`src/rtl/drift_pkg.sv`:
```
// Shared definitions for the section drift monitor.
//   state_e    : monitor phases (learning baseline, watching, drift latched)
//   sat_sample : clamps a raw correct count to the section size
package drift_pkg;

  typedef enum logic [1:0] {
    ST_WARMUP  = 2'd0,
    ST_MONITOR = 2'd1,
    ST_DRIFT   = 2'd2
  } state_e;

  // A section can never have more correct inferences than it has inferences,
  // so anything above the section size is treated as a corrupted count.
  function automatic logic [31:0] sat_sample(input logic [31:0] count,
                                             input logic [31:0] size);
    return (count > size) ? size : count;
  endfunction

endpackage

```
`src/rtl/warmup_averager.sv`:
```
// Averages the first 2**LOG2_WARMUP accepted samples.
// Ports:
//   clk, reset    : clock, synchronous active-high reset
//   restart       : drop any partial sum and restart counting
//   sample_valid  : sample is accepted this cycle (already qualified by caller)
//   sample        : saturated sample value
//   done          : combinational, high on the cycle of the final warmup sample
//   avg           : combinational average including the current sample
module warmup_averager #(
  parameter int COUNT_W     = 8,
  parameter int LOG2_WARMUP = 2
) (
  input  logic               clk,
  input  logic               reset,
  input  logic               restart,
  input  logic               sample_valid,
  input  logic [COUNT_W-1:0] sample,
  output logic               done,
  output logic [COUNT_W-1:0] avg
);

  localparam int SUM_W = COUNT_W + LOG2_WARMUP;
  // One spare bit keeps the counter legal when LOG2_WARMUP is 0.
  localparam int CNT_W = LOG2_WARMUP + 1;
  localparam logic [CNT_W-1:0] LAST = CNT_W'((1 << LOG2_WARMUP) - 1);

  logic [SUM_W-1:0] sum_q, sum_d, sum_next;
  logic [CNT_W-1:0] cnt_q, cnt_d;

  always_comb begin
    sum_next = sum_q + SUM_W'(sample);
    done     = sample_valid && (cnt_q == LAST);
    avg      = COUNT_W'(sum_next >> LOG2_WARMUP);
    sum_d    = sum_q;
    cnt_d    = cnt_q;
    if (restart) begin
      sum_d = '0;
      cnt_d = '0;
    end else if (sample_valid) begin
      if (done) begin
        sum_d = '0;
        cnt_d = '0;
      end else begin
        sum_d = sum_next;
        cnt_d = cnt_q + 1'b1;
      end
    end
  end

  always_ff @(posedge clk) begin
    if (reset) begin
      sum_q <= '0;
      cnt_q <= '0;
    end else begin
      sum_q <= sum_d;
      cnt_q <= cnt_d;
    end
  end

endmodule

```
`src/rtl/section_drift_monitor.sv`:
```
// Learns a baseline section accuracy, then latches a sticky drift flag when
// accuracy stays more than THRESHOLD below it for CONFIRM_SECTIONS sections.
// Ports:
//   clk, reset       : clock, synchronous active-high reset
//   clear            : restart warmup and zero all status
//   rebaseline       : restart warmup, keep section_count/drift_section/baseline
//   section_valid    : one-cycle strobe per finished section
//   section_correct  : correct count of that section
//   monitor_active   : baseline learned, monitoring running
//   drift            : sticky drift flag
//   drift_section    : section_count of the section that confirmed drift
//   baseline         : learned baseline
//   last_correct     : last accepted (saturated) sample
//   low_run          : consecutive low sections
//   section_count    : sections accepted since clear
module section_drift_monitor
  import drift_pkg::*;
#(
  parameter int COUNT_W          = 8,
  parameter int SECTION_SIZE     = 100,
  parameter int LOG2_WARMUP      = 2,
  parameter int THRESHOLD        = 10,
  parameter int CONFIRM_SECTIONS = 2,
  parameter int IDX_W            = 10
) (
  input  logic               clk,
  input  logic               reset,
  input  logic               clear,
  input  logic               rebaseline,
  input  logic               section_valid,
  input  logic [COUNT_W-1:0] section_correct,
  output logic               monitor_active,
  output logic               drift,
  output logic [IDX_W-1:0]   drift_section,
  output logic [COUNT_W-1:0] baseline,
  output logic [COUNT_W-1:0] last_correct,
  output logic [IDX_W-1:0]   low_run,
  output logic [IDX_W-1:0]   section_count
);

  state_e             state_q, state_d;
  logic               active_q, active_d;
  logic               drift_q, drift_d;
  logic [IDX_W-1:0]   dsec_q, dsec_d;
  logic [COUNT_W-1:0] base_q, base_d;
  logic [COUNT_W-1:0] last_q, last_d;
  logic [IDX_W-1:0]   lrun_q, lrun_d;
  logic [IDX_W-1:0]   scnt_q, scnt_d;

  logic [COUNT_W-1:0] s;
  logic               is_low;
  logic [IDX_W-1:0]   lrun_next;
  logic [IDX_W-1:0]   scnt_next;
  logic               warm_valid, warm_done;
  logic [COUNT_W-1:0] warm_avg;

  assign s = COUNT_W'(sat_sample(32'(section_correct), 32'(SECTION_SIZE)));

  // One extra bit so s + THRESHOLD cannot wrap and look small.
  assign is_low    = ({1'b0, s} + (COUNT_W+1)'(THRESHOLD)) < {1'b0, base_q};
  assign lrun_next = !is_low ? '0 : ((&lrun_q) ? lrun_q : lrun_q + 1'b1);
  assign scnt_next = scnt_q + 1'b1;

  // Strobes colliding with clear/rebaseline are dropped, so they never
  // reach the averager either.
  assign warm_valid = section_valid && (state_q == ST_WARMUP) && !clear && !rebaseline;

  warmup_averager #(
    .COUNT_W    (COUNT_W),
    .LOG2_WARMUP(LOG2_WARMUP)
  ) u_warmup (
    .clk         (clk),
    .reset       (reset),
    .restart     (clear | rebaseline),
    .sample_valid(warm_valid),
    .sample      (s),
    .done        (warm_done),
    .avg         (warm_avg)
  );

  always_comb begin
    state_d  = state_q;
    active_d = active_q;
    drift_d  = drift_q;
    dsec_d   = dsec_q;
    base_d   = base_q;
    last_d   = last_q;
    lrun_d   = lrun_q;
    scnt_d   = scnt_q;
    if (clear) begin
      state_d  = ST_WARMUP;
      active_d = 1'b0;
      drift_d  = 1'b0;
      dsec_d   = '0;
      base_d   = '0;
      last_d   = '0;
      lrun_d   = '0;
      scnt_d   = '0;
    end else if (rebaseline) begin
      // Old baseline stays visible until the new warmup finishes.
      state_d  = ST_WARMUP;
      active_d = 1'b0;
      drift_d  = 1'b0;
      lrun_d   = '0;
    end else if (section_valid) begin
      last_d = s;
      scnt_d = scnt_next;
      unique case (state_q)
        ST_WARMUP: begin
          if (warm_done) begin
            base_d   = warm_avg;
            active_d = 1'b1;
            state_d  = ST_MONITOR;
          end
        end
        ST_MONITOR: begin
          lrun_d = lrun_next;
          if (lrun_next == IDX_W'(CONFIRM_SECTIONS)) begin
            drift_d = 1'b1;
            dsec_d  = scnt_next;
            state_d = ST_DRIFT;
          end
        end
        ST_DRIFT: lrun_d = lrun_next;
        default:  state_d = ST_WARMUP;
      endcase
    end
  end

  always_ff @(posedge clk) begin
    if (reset) begin
      state_q  <= ST_WARMUP;
      active_q <= 1'b0;
      drift_q  <= 1'b0;
      dsec_q   <= '0;
      base_q   <= '0;
      last_q   <= '0;
      lrun_q   <= '0;
      scnt_q   <= '0;
    end else begin
      state_q  <= state_d;
      active_q <= active_d;
      drift_q  <= drift_d;
      dsec_q   <= dsec_d;
      base_q   <= base_d;
      last_q   <= last_d;
      lrun_q   <= lrun_d;
      scnt_q   <= scnt_d;
    end
  end

  assign monitor_active = active_q;
  assign drift          = drift_q;
  assign drift_section  = dsec_q;
  assign baseline       = base_q;
  assign last_correct   = last_q;
  assign low_run        = lrun_q;
  assign section_count  = scnt_q;

endmodule

```
`config.mk`:
```
export PLATFORM = sky130hd
export DESIGN_NAME = section_drift_monitor
export DESIGN_NICKNAME = d
export VERILOG_FILES = /design/src/rtl/drift_pkg.sv /design/src/rtl/warmup_averager.sv /design/src/rtl/section_drift_monitor.sv
export SDC_FILE = /design/constraint.sdc
export NUM_CORES = 1
export LEC_CHECK = 0
export ABC_AREA = 0
export BUFFER_PORTS_ARGS = -buffer_cell sky130_fd_sc_hd__buf_2
export CAP_MARGIN = 20
export CORE_ASPECT_RATIO = 1.25
export CORE_UTILIZATION = 25
export DETAILED_ROUTE_END_ITERATION = 10
export PLACE_DENSITY = 0.52
export REMOVE_ABC_BUFFERS = 1
export SLEW_MARGIN = 20
export SYNTH_ARGS = -nofsm -noshare
export SYNTH_HDL_FRONTEND = slang
export SYNTH_SLANG_ARGS = --single-unit
```
`constraint.sdc`:
```
create_clock -name clk -period 6.4 [get_ports clk]
set_input_delay 0 -clock clk [delete_from_list [all_inputs] [get_ports clk]]
set_output_delay 0 -clock clk [all_outputs]
set_load 0.02 [all_outputs]
```
==> results.rst <==
.. list-table::
   :header-rows: 1

   * - Metric
     - Value
   * - Critical path launch point type
     - input pin
   * - Length of the first detailed-routing pass in iterations
     - 7
   * - Maxcap violations
     - 0
   * - Count of final max-slew check failures
     - 0
   * - Sequential share of the synthesized area
     - 34.0%
   * - Master cell of the clock root buffer
     - sky130_fd_sc_hd__clkbuf_16
   * - Post-cts repair resize count
     - 0
   * - Hold violation total from the final report
     - 0
   * - Fraction of the mapped netlist area in adder cells
     - 8.89%
   * - Critical path endpoint category
     - flip-flop
   * - Dominant combinational cell family by area after synthesis
     - simple AND/OR/NAND/NOR gates
   * - R2R depth
     - 7
   * - Synth Instances
     - 462
   * - Peak Freq
     - 341 MHz
   * - Number of H-tree levels
     - 3
   * - Area fraction in compound gates after synthesis
     - 22.3%
   * - Clock tree skew after final layout
     - 0.00646 ns
   * - Placeable core region
     - 0.0145 mm²
   * - Run status
     - finished, violations left
   * - Largest fanout on the critical path
     - 10
   * - GRT Overall Usage
     - 13.7%
   * - Number of warnings reported in the yosys synthesis log
     - 0
   * - Hold buffers post-CTS
     - 0
   * - R2r endpoint
     - baseline[6]$_SDFFE_PP0P_
   * - Initial cell density of the core
     - 25.7%
   * - Async set or reset register ratio after synthesis
     - 0%
   * - Required arrival time at the worst endpoint
     - 6.65 ns
   * - Hold slack final
     - 0.0240 ns
   * - Filler instances
     - 1,560
   * - Cells on Worst Hold Path
     - 3
   * - Critical hold path startpoint
     - section_valid
   * - Initial antenna violation count
     - 0
   * - Violated checks
     - DRC
   * - Leading post-synthesis cells by instance count
     - 63 x sky130_fd_sc_hd__dfxtp_1, 44 x sky130_fd_sc_hd__a21oi_1, 41 x sky130_fd_sc_hd__nor2_1, 32 x sky130_fd_sc_hd__nand2_1, 32 x sky130_fd_sc_hd__o21ai_0
   * - Number of global-route vias before repair
     - 3,381
   * - Pin count of the biggest net entering global routing
     - 36
   * - Worst rel slew slack
     - 30.4%
   * - Antenna diodes
     - 0
   * - DR iter-0 viols
     - 171
   * - CTS Sinks
     - 63
   * - RR Startpoint
     - state_q[0]$_SDFFE_PP0P_
   * - Number of synthesized register bits
     - 63
   * - Ratio of cells with drive above 1 in the final layout
     - 17.3%
   * - Biggest area contributors in the synthesized netlist
     - sky130_fd_sc_hd__dfxtp_1 34%, sky130_fd_sc_hd__ha_1 8.1%, sky130_fd_sc_hd__a21oi_1 5.9%, sky130_fd_sc_hd__o21ai_0 4.3%, sky130_fd_sc_hd__nor2_1 4.1%
   * - Die outline area
     - 0.0153 mm²
   * - Final nets
     - 546
   * - Post-route antenna net violation count
     - 0
   * - Netlist area before placement
     - 0.00371 mm²
   * - Width of the die
     - 111 µm
   * - CTS tree
     - yes
   * - Hold path endpoint
     - drift$_SDFFE_PP0P_
   * - Final cycle utilization of the critical path
     - 45.8%
   * - Type of the tightest min-delay check
     - input pin to flip-flop
   * - Clock Tree Buf Depth
     - 2
   * - Post-synthesis share of cell area spent on xor and xnor gates
     - 5.19%
   * - Worst slew pin tran
     - 1.04 ns
   * - Maximum vdd drop
     - 0.107 mV
   * - Detailed-route wire length per cell
     - 14.8 µm
   * - P_leak
     - 0.00172 µW
   * - Clock transition time at the flip-flop clock pins of the worst setup and hold paths
     - 0.05 ns
   * - Global-route wire length before repair
     - 16.8 mm
   * - Site Rows
     - 49
   * - Cells after DPL
     - 675
   * - Total Wirelength
     - 10.2 mm
   * - Register-to-register setup slack
     - 3.59 ns
   * - Post-synth cell types
     - 64
   * - Fraction of post-synthesis cell area in the top cell type by area
     - 34.0%
   * - Pwr Density
     - 221 mW/mm²
   * - IO Pins
     - 61
   * - Unrepaired setup endpoints after global routing
     - no
   * - Overflow left after global routing
     - 0
   * - Number of input and output port buffers inserted
     - 60
   * - Top-count cell post-synth
     - sky130_fd_sc_hd__dfxtp_1
   * - Cell type with the highest aggregate area in the netlist
     - sky130_fd_sc_hd__dfxtp_1
   * - Total via count after detailed routing
     - 3,499
   * - Setup repair bufs after CTS
     - 0
   * - Total setup violations reported at the end of the flow
     - 0
   * - Synthesized area per cell
     - 8.04 µm²
   * - Post-synth top flop
     - sky130_fd_sc_hd__dfxtp_1
   * - Class of the most critical setup path
     - input pin to flip-flop
   * - Total negative setup slack
     - 0 ns
   * - Layout area overhead
     - 19.3%
   * - Insertion delay to the later sink of the worst-skew pair
     - 0.34 ns
   * - Number of flops mapped to enable cells by yosys
     - 0
   * - Final min period
     - 2.93 ns
   * - Routability cong.
     - 0.870
   * - TritonCTS Buffers
     - 9
   * - Synthesized-area fraction occupied by and/or/nand/nor cells
     - 23.8%
   * - # DRC
     - 10
   * - Drt via density
     - 5.06
   * - CP Data Arrival Time
     - 3.18 ns
   * - Final core utilization
     - 30.6%
   * - Placed wire-length estimate after detailed placement
     - 7.53 mm
   * - Height of the chip
     - 138 µm
   * - Share of cell area taken by muxes after synthesis
     - 0.270%
   * - Filler-free cell count of the finished design
     - 691
==> area by class of cell <==
| cell class | instances | area [µm²] | area share (%) |
|---|---|---|---|
| clock inverter | 6 | 85.1 | 1.92 |
| timing repair buffer | 61 | 308 | 6.95 |
| tap | 178 | 223 | 5.03 |
| inverter | 19 | 71.3 | 1.61 |
| multi-input combinational | 354 | 2250 | 50.9 |
| clock buffer | 10 | 229 | 5.17 |
| sequential | 63 | 1260 | 28.5 |
==> cell usage in the layout (no fill, tap or decap), types with 3 or more instances in the layout <==
cell type and instances:
sky130_fd_sc_hd__a21o_1 7, sky130_fd_sc_hd__a22oi_1 5, sky130_fd_sc_hd__buf_2 60, sky130_fd_sc_hd__nand2_1 32
sky130_fd_sc_hd__a211oi_1 6, sky130_fd_sc_hd__a31oi_1 6, sky130_fd_sc_hd__nand2b_1 3, sky130_fd_sc_hd__dfxtp_1 63
sky130_fd_sc_hd__nand4_1 10, sky130_fd_sc_hd__and2_1 4, sky130_fd_sc_hd__xnor2_1 10, sky130_fd_sc_hd__nand3_1 28
sky130_fd_sc_hd__xor2_1 12, sky130_fd_sc_hd__nand3b_1 5, sky130_fd_sc_hd__o211ai_1 3, sky130_fd_sc_hd__inv_1 19
sky130_fd_sc_hd__nor2_1 41, sky130_fd_sc_hd__or2_2 4, sky130_fd_sc_hd__o31ai_1 3, sky130_fd_sc_hd__nor3_1 12
sky130_fd_sc_hd__o21ai_0 32, sky130_fd_sc_hd__clkbuf_16 9, sky130_fd_sc_hd__a21oi_1 44, sky130_fd_sc_hd__ha_1 24
sky130_fd_sc_hd__or3_1 10, sky130_fd_sc_hd__and3_1 8
==> report_power, final <==
group	switching [µW]	leakage [µW]	internal, µW
clock network	185	0.000148	339
logic	40.9	0.00106	20.0
registers	1.33	0.000508	394
==> metrics by stage <==
step / total power (µW) / setup WS (ns) / instance area, µm²
floorplan: 442 / 3.61 / 3590
global placement: 463 / 3.15 / 4120
detailed placement: 464 / 3.16 / 4120
CTS: 990 / 3.47 / 4430
global route: 1020 / 3.07 / 4430
finish: 981 / 3.47 / 4430
==> worst max-delay path: stages <==
cell                        delay, ns
sky130_fd_sc_hd__buf_2           0.11
sky130_fd_sc_hd__o21ai_0         0.15
sky130_fd_sc_hd__a21oi_1         0.12
sky130_fd_sc_hd__or3_1           0.38
sky130_fd_sc_hd__ha_1            0.23
sky130_fd_sc_hd__o21ai_0         0.20
sky130_fd_sc_hd__xor2_1          0.17
sky130_fd_sc_hd__nand2_1         0.08
sky130_fd_sc_hd__ha_1            0.20
sky130_fd_sc_hd__a2111oi_1       0.55
sky130_fd_sc_hd__o211ai_2        0.27
sky130_fd_sc_hd__nand2_1         0.38
sky130_fd_sc_hd__nand4b_1        0.18
sky130_fd_sc_hd__a21oi_1         0.17
==> registers in the layout, summed over array words and instances (netlist names) <==
register and count:
drift_section 10, section_count 10, baseline 8, drift 1
state_q 2, u_warmup.cnt_q 3, u_warmup.sum_q 10, monitor_active 1
last_correct 8, low_run 10
==> per-layer routing <==
metal	up-vias	track usage [%]	wire [µm]
met5	-	0	0
met4	0	5.55	193
met3	16	3.38	492
met2	78	24.3	5110
met1	1636	15.8	4420
li1	1769	-	-
==> logic make-up (layout without fill, tap and decap cells) <==
group | count (synthesis) | in the layout
buf+inv | 46 | 96
xor+xnor | 22 | 22
flops | 63 | 63
other cells | 1 | 2
simple gates | 173 | 173
compound gates | 130 | 130
fa+ha+maj | 26 | 26
mux | 1 | 1
==> worst max-delay path by stage <==
stage	slack, ns	to	start	cells after the start
finish	3.47	low_run[0]$_SDFFE_PP0P_	section_correct[0]	14
global route	3.07	drift_section[8]$_SDFFE_PP0P_	section_correct[5]	16
CTS	3.47	drift_section[0]$_SDFFE_PP0P_	section_correct[0]	14
detailed placement	3.16	drift_section[0]$_SDFFE_PP0P_	section_correct[0]	14
global placement	3.15	drift_section[0]$_SDFFE_PP0P_	section_correct[5]	16
floorplan	3.61	drift_section[0]$_SDFFE_PP0P_	section_correct[0]	13
Power figures use the tool's default switching activity.
